[src/rtl/pe_input_sequencer_if.sv]
// pe_seq_if: host-load, control and PE-side signals of one input sequencer.
interface pe_seq_if #(
  parameter int DATA_WIDTH   = 8,
  parameter int WEIGHT_WIDTH = 8,
  parameter int ADDR_WIDTH   = 4,
  parameter int LEN_WIDTH    = 5
);
  logic                    host_wr_en;
  logic                    host_wr_sel;
  logic [ADDR_WIDTH-1:0]   host_wr_addr;
  logic [7:0]              host_wr_data;
  logic                    start;
  logic [LEN_WIDTH-1:0]    vec_len;
  logic                    abort;
  logic                    busy;
  logic                    done;
  logic                    len_err;
  logic                    pe_enable;
  logic                    pe_load_weight;
  logic [WEIGHT_WIDTH-1:0] pe_weight_out;
  logic                    pe_clear_acc;
  logic [DATA_WIDTH-1:0]   pe_activation_out;
  logic                    pe_upstream_valid;
  logic                    pe_upstream_ready;
  logic                    pe_forward_output;
  modport master (
    output host_wr_en, host_wr_sel, host_wr_addr, host_wr_data, start, vec_len, abort,
           pe_upstream_ready,
    input  busy, done, len_err, pe_enable, pe_load_weight, pe_weight_out, pe_clear_acc,
           pe_activation_out, pe_upstream_valid, pe_forward_output
  );
  modport slave (
    input  host_wr_en, host_wr_sel, host_wr_addr, host_wr_data, start, vec_len, abort,
           pe_upstream_ready,
    output busy, done, len_err, pe_enable, pe_load_weight, pe_weight_out, pe_clear_acc,
           pe_activation_out, pe_upstream_valid, pe_forward_output
  );
endinterface

[src/rtl/pe_input_sequencer.sv]
// pe_input_sequencer: buffers weights/activations and plays them into one PE as load, clear, stream, forward.
module pe_input_sequencer #(
  parameter int DATA_WIDTH   = 8,
  parameter int WEIGHT_WIDTH = 8,
  parameter int DEPTH        = 16,
  parameter int ADDR_WIDTH   = 4,
  parameter int LEN_WIDTH    = 5
) (
  input logic   clk,
  input logic   rst_n,
  pe_seq_if.slave bus
);
  typedef enum logic [2:0] {S_IDLE, S_LOAD_W, S_CLEAR, S_STREAM, S_FORWARD, S_DONE} state_t;
  state_t                  r_state, w_state;
  logic [ADDR_WIDTH-1:0]   r_idx, w_idx;
  logic [LEN_WIDTH-1:0]    r_len, w_len;
  logic                    r_len_err, w_len_err;
  logic                    w_last;
  logic [WEIGHT_WIDTH-1:0] r_wbuf [DEPTH];
  logic [DATA_WIDTH-1:0]   r_abuf [DEPTH];
  // Buffers carry no reset; host writes land only while idle so a run sees frozen data.
  always_ff @(posedge clk) begin
    if (bus.host_wr_en && r_state == S_IDLE) begin
      if (bus.host_wr_sel) r_wbuf[bus.host_wr_addr] <= bus.host_wr_data[WEIGHT_WIDTH-1:0];
      else r_abuf[bus.host_wr_addr] <= bus.host_wr_data[DATA_WIDTH-1:0];
    end
  end
  always_ff @(posedge clk) begin
    if (!rst_n) begin
      r_state   <= S_IDLE;
      r_idx     <= '0;
      r_len     <= '0;
      r_len_err <= 1'b0;
    end else begin
      r_state   <= w_state;
      r_idx     <= w_idx;
      r_len     <= w_len;
      r_len_err <= w_len_err;
    end
  end
  assign w_last = LEN_WIDTH'(r_idx) == r_len - LEN_WIDTH'(1);
  always_comb begin
    w_state   = r_state;
    w_idx     = r_idx;
    w_len     = r_len;
    w_len_err = 1'b0;
    case (r_state)
      S_IDLE: if (bus.start && !bus.abort) begin
        if (bus.vec_len != '0 && bus.vec_len <= LEN_WIDTH'(DEPTH)) begin
          w_state = S_LOAD_W;
          w_len   = bus.vec_len;
          w_idx   = '0;
        end else w_len_err = 1'b1;
      end
      S_LOAD_W: begin
        w_idx   = w_last ? '0 : r_idx + 1'b1;
        w_state = w_last ? S_CLEAR : S_LOAD_W;
      end
      S_CLEAR:   w_state = S_STREAM;
      S_STREAM: if (bus.pe_upstream_ready) begin
        w_idx   = w_last ? '0 : r_idx + 1'b1;
        w_state = w_last ? S_FORWARD : S_STREAM;
      end
      S_FORWARD: w_state = S_DONE;
      default:   w_state = S_IDLE;
    endcase
    if (bus.abort && r_state != S_IDLE) begin
      w_state = S_IDLE;
      w_idx   = '0;
    end
  end
  assign bus.busy              = r_state != S_IDLE;
  assign bus.done              = r_state == S_DONE;
  assign bus.len_err           = r_len_err;
  assign bus.pe_enable         = r_state inside {S_LOAD_W, S_CLEAR, S_STREAM, S_FORWARD};
  assign bus.pe_load_weight    = r_state == S_LOAD_W;
  assign bus.pe_weight_out     = r_state == S_LOAD_W ? r_wbuf[r_idx] : '0;
  assign bus.pe_clear_acc      = r_state == S_CLEAR;
  assign bus.pe_upstream_valid = r_state == S_STREAM;
  assign bus.pe_activation_out = r_state == S_STREAM ? r_abuf[r_idx] : '0;
  assign bus.pe_forward_output = r_state == S_FORWARD;
endmodule

[src/flat_wrapper.sv]
// flat-port wrapper written by rule: the top's interface ports become plain ports
module pe_input_sequencer_flat 
#(
  parameter int DATA_WIDTH   = 8,
  parameter int WEIGHT_WIDTH = 8,
  parameter int DEPTH        = 16,
  parameter int ADDR_WIDTH   = 4,
  parameter int LEN_WIDTH    = 5
)
  (clk, rst_n, bus_host_wr_en, bus_host_wr_sel, bus_host_wr_addr, bus_host_wr_data, bus_start, bus_vec_len, bus_abort, bus_pe_upstream_ready, bus_busy, bus_done, bus_len_err, bus_pe_enable, bus_pe_load_weight, bus_pe_weight_out, bus_pe_clear_acc, bus_pe_activation_out, bus_pe_upstream_valid, bus_pe_forward_output);
  pe_seq_if #(.DATA_WIDTH(DATA_WIDTH), .WEIGHT_WIDTH(WEIGHT_WIDTH), .ADDR_WIDTH(ADDR_WIDTH), .LEN_WIDTH(LEN_WIDTH)) bus_i ();
  input logic clk;
  input logic rst_n;
  input wire logic [$bits(bus_i.host_wr_en)-1:0] bus_host_wr_en;
  input wire logic [$bits(bus_i.host_wr_sel)-1:0] bus_host_wr_sel;
  input wire logic [$bits(bus_i.host_wr_addr)-1:0] bus_host_wr_addr;
  input wire logic [$bits(bus_i.host_wr_data)-1:0] bus_host_wr_data;
  input wire logic [$bits(bus_i.start)-1:0] bus_start;
  input wire logic [$bits(bus_i.vec_len)-1:0] bus_vec_len;
  input wire logic [$bits(bus_i.abort)-1:0] bus_abort;
  input wire logic [$bits(bus_i.pe_upstream_ready)-1:0] bus_pe_upstream_ready;
  output wire logic [$bits(bus_i.busy)-1:0] bus_busy;
  output wire logic [$bits(bus_i.done)-1:0] bus_done;
  output wire logic [$bits(bus_i.len_err)-1:0] bus_len_err;
  output wire logic [$bits(bus_i.pe_enable)-1:0] bus_pe_enable;
  output wire logic [$bits(bus_i.pe_load_weight)-1:0] bus_pe_load_weight;
  output wire logic [$bits(bus_i.pe_weight_out)-1:0] bus_pe_weight_out;
  output wire logic [$bits(bus_i.pe_clear_acc)-1:0] bus_pe_clear_acc;
  output wire logic [$bits(bus_i.pe_activation_out)-1:0] bus_pe_activation_out;
  output wire logic [$bits(bus_i.pe_upstream_valid)-1:0] bus_pe_upstream_valid;
  output wire logic [$bits(bus_i.pe_forward_output)-1:0] bus_pe_forward_output;
  assign bus_i.host_wr_en = bus_host_wr_en;
  assign bus_i.host_wr_sel = bus_host_wr_sel;
  assign bus_i.host_wr_addr = bus_host_wr_addr;
  assign bus_i.host_wr_data = bus_host_wr_data;
  assign bus_i.start = bus_start;
  assign bus_i.vec_len = bus_vec_len;
  assign bus_i.abort = bus_abort;
  assign bus_i.pe_upstream_ready = bus_pe_upstream_ready;
  assign bus_busy = bus_i.busy;
  assign bus_done = bus_i.done;
  assign bus_len_err = bus_i.len_err;
  assign bus_pe_enable = bus_i.pe_enable;
  assign bus_pe_load_weight = bus_i.pe_load_weight;
  assign bus_pe_weight_out = bus_i.pe_weight_out;
  assign bus_pe_clear_acc = bus_i.pe_clear_acc;
  assign bus_pe_activation_out = bus_i.pe_activation_out;
  assign bus_pe_upstream_valid = bus_i.pe_upstream_valid;
  assign bus_pe_forward_output = bus_i.pe_forward_output;
  pe_input_sequencer #(.DATA_WIDTH(DATA_WIDTH), .WEIGHT_WIDTH(WEIGHT_WIDTH), .DEPTH(DEPTH), .ADDR_WIDTH(ADDR_WIDTH), .LEN_WIDTH(LEN_WIDTH)) u_core (.clk(clk), .rst_n(rst_n), .bus(bus_i));
endmodule
[config.mk]
export PLATFORM = sky130hd
export DESIGN_NAME = pe_input_sequencer_flat
export DESIGN_NICKNAME = d
export VERILOG_FILES = /design/src/rtl/pe_input_sequencer_if.sv /design/src/rtl/pe_input_sequencer.sv /design/src/flat_wrapper.sv
export SDC_FILE = /design/constraint.sdc
export NUM_CORES = 1
export LEC_CHECK = 0
export CORE_ASPECT_RATIO = 1.4
export CORE_UTILIZATION = 50
export CTS_BUF_LIST = sky130_fd_sc_hd__clkbuf_8
export DETAILED_ROUTE_END_ITERATION = 10
export DONT_BUFFER_PORTS = 1
export GPL_TIMING_DRIVEN = 0
export SYNTH_ARGS = -nofsm -noshare
export SYNTH_HDL_FRONTEND = slang
export SYNTH_SLANG_ARGS = --single-unit
[constraint.sdc]
create_clock -name clk -period 4 [get_ports clk]
set_clock_uncertainty 0.15 [all_clocks]
set_input_delay 0.8 -clock clk [delete_from_list [all_inputs] [get_ports clk]]
set_output_delay 0.8 -clock clk [all_outputs]
set_load 0.05 [all_outputs]
==> summary.txt <==
Clocking
  – CTS Buffer Depth: 3
  – Clk root buf: clkbuf_8
  – Clk Latency, worst-skew pair: 520 ps
  – CTS Sinks: 273
  – CTS tree: built
  – CTS Buf Count: just over 40
  – Clock Pin Slew Worst Setup and Hold Paths: 60 ps
  – H-tree Lvls: 2
  – Hold_buf cts: 0

STA
  – FMAX: 0.258 GHz
  – Period utilization: 97.0%
  – Total negative slack: 0 ps
  – Final Max Tran Viols: 0
  – Slew headroom: 27.5%
  – Fin crit period: 3880 ps
  – Final hold slack: 217 ps
  – Worst setup margin: 121 ps
  – Final setup vio count: 0
  – Tightest Pin Transition: 1080 ps
  – RSZ-0062 raised after global routing: false
  – Final hold violations: 0

Die
  – Die footprint: 0.0223 mm^2
  – Site Rows: 63
  – Chip Height: 176 um
  – Chip width: 126 um
  – Ports: 48
  – Initial Util: 51.1%
  – Core area: ~0.021 mm^2

Setup path
  – Slowest stage delay, CP: 630 ps
  – Crit Reg-Reg Startpoint: u_core.r_state[1]
  – Worst path top cell family by delay: multiplexers
  – Crit path cell chain: clkbuf_2 -> mux4_1 -> mux4_2 -> and2_1
  – Crit path arrival time: ~2900 ps
  – Crit-path slowest cell: dfxtp_1
  – WP buf/inv: 1
  – R2R cell count: 5
  – Startpoint types: register
  – Worst EP required: 3050 ps
  – FF-to-FF setup slack: approximately 1400 ps
  – RR Endpoint: u_core.r_wbuf[3][1]
  – Critical path class: reg2out
  – CP Capture Type: primary output
  – Critical Path Fanout Max: 10

Yosys
  – Synth warnings: 0
  – Area leader, netlist: edfxtp_1
  – Seq/Total Area, Yosys: between 70% and 80%
  – Synthesized instance count: 524
  – Yosys reg bits: 273
  – Synth cell types: 40
  – Net count after synthesis: 550
  – Synth Area per Inst: 20.7 um^2
  – Share of the synthesized area in the top cell type: 70.9%
  – Top cells by area, synth: edfxtp_1 71%, mux4_2 15%, dfxtp_1 3.1%
  – Synthesized area: 0.0108 mm^2

Detailed routing
  – DR iter-0 viols: 268
  – Wire per inst: 26.0 um
  – First-pass DRT Iterations: 4
  – Post-DR vias/cell: 5.89
  – Via count: approximately 5000
  – Residual DRC: 0
  – Routed WL: between 20 and 25 mm
  – Antenna viol nets, final: 0

Global route
  – First-pass GRT wire length: between 30 and 40 mm
  – Antenna violations before repair: 0
  – Largest net degree at the start of global routing: 33
  – GRT Overall Usage: approximately a fifth
  – Grt ovf: 0
  – Vias in the first global route: 5449

Final layout
  – Multi-input gate area: 0.00264 mm^2
  – Cell Count, Final, Fillers Out: 857
  – Sequential Area: about 0.008 mm^2
  – Layout net count: 592
  – Area grow syn2layout: 9.81%
  – Commonest non-fill, non-tap cell in the layout: edfxtp_1
  – Share of cells above drive strength 1: 23.6%
  – Post-route cell area: 0.0119 mm^2
  – Fillers: 1631
  – Commonest cells after routing, fill and taps aside: 256 x edfxtp_1, 71 x mux4_2, 44 x clkbuf_8
  – Ant diodes: 0

Hold path
  – Hold path startpoint: bus_host_wr_data[6]
  – Worst hold path type: in2reg
  – Hold path depth: 0
  – Min-Delay Endpoint: u_core.r_wbuf[13][6]

Placement
  – Port bufs: 0
  – Placed Area: 0.0112 mm^2
  – Placed cell count: slightly below 800
  – Gpl congestion: between 0.7 and 0.8
  – Post-DP HPWL: 14.6 mm
  – Post-placement worst setup slack: ~180 ps

Flow run
  – Max-cap violations: 0

Pwr
  – Pleak: about 0.0037 uW
  – Max IR drop VDD: approximately 0.27 mV
  – Pwr/cell area: 448 mW/mm^2

Outcome
  – Status: complete, no violations
[state kept, by name, summed over array words and instances (netlist names), named ones only]
name,flops
u_core.r_abuf,128
u_core.r_idx,4
u_core.r_wbuf,128
u_core.r_len,5
u_core.r_state,3
u_core.bus.len_err,1
[power by group]
part	switching (uW)	leakage, uW	total, uW	internal (uW)
combinational	84.1	0.000845	148	63.7
clock	1010	0.000425	2030	1020
sequential	7.38	0.00244	3150	3140
[worst max-delay path by stage]
stage	end	slack, ps	cells past startpoint
finish	bus_pe_weight_out[7]	120	4
global route	bus_pe_weight_out[7]	30	4
CTS	bus_pe_weight_out[7]	60	4
detailed placement	bus_pe_weight_out[7]	180	5
global placement	bus_pe_weight_out[7]	150	5
floorplan	bus_pe_activation_out[0]	1010	5
[per-stage QoR]
step                      power [uW]  util, %
after floorplan                 3330        -
after global placement          3360     52.6
after detailed placement        3360     52.7
after CTS                       5380     56.1
after global routing            5500     56.1
final                           5330     56.1
[Yosys cell counts]
cell type  instances
inv_1              6
xor2_1             2
buf_6              6
nand3_1            4
nor4_1             1
o21ai_0            2
nor2b_1            9
a21oi_1            7
and4_1             1
and2_1            17
a31oi_1            1
edfxtp_1         256
a22oi_1            1
nand4_1            1
buf_2              2
nand2b_1           4
mux2i_1            5
xnor2_1            7
dfxtp_1           17
buf_1              6
and4bb_2           1
ha_1               2
a2111oi_0          1
a41oi_1            1
buf_8              1
nand3b_1           1
mux4_1             9
o221a_2            1
or2_2              1
and4b_1            1
o21a_1             1
or3_1              1
nand2_1           17
mux4_2            71
or4_1              1
nor3b_1            4
clkbuf_1           9
nor2_1            42
nor3_1             3
or3b_1             1
[cell type report]
cell class / count / area share [%]
well taps: 260 / 2.73
multi-input cells: 221 / 22.2
plain buffers: 23 / 1.28
clock inverters: 30 / 1.04
inverters: 6 / 0.189
flip-flops and latches: 273 / 67.5
clock buffers: 44 / 5.09
[per-layer routing]
layer,vias up,track usage [%],wire length (um)
met5,-,0,0
met4,0,7.33,513
met3,35,3.61,981
met2,144,39.7,12500
li1,2230,-,-
met1,2638,24.9,8310
[repair_timing]
action	4_1_cts	5_1_grt
gates resized for setup	6	0
buffers inserted	0	0
endpoints found under the setup margin	16	0
[cell families (layout without fill, tap and decap cells)]
group | after synthesis | count (layout) | share of synthesized area (%)
AOI/OAI and AO/OA | 15 | 15 | 0.877
xor gates and xnor gates | 9 | 9 | 0.727
adders and majority gates | 2 | 2 | 0.231
buffers and inverters | 30 | 103 | 1.58
DFF | 273 | 273 | 74.1
muxes | 85 | 85 | 17.4
and+or+nand+nor | 110 | 110 | 5.11
No activity file was read; power rests on OpenSTA's default activity.
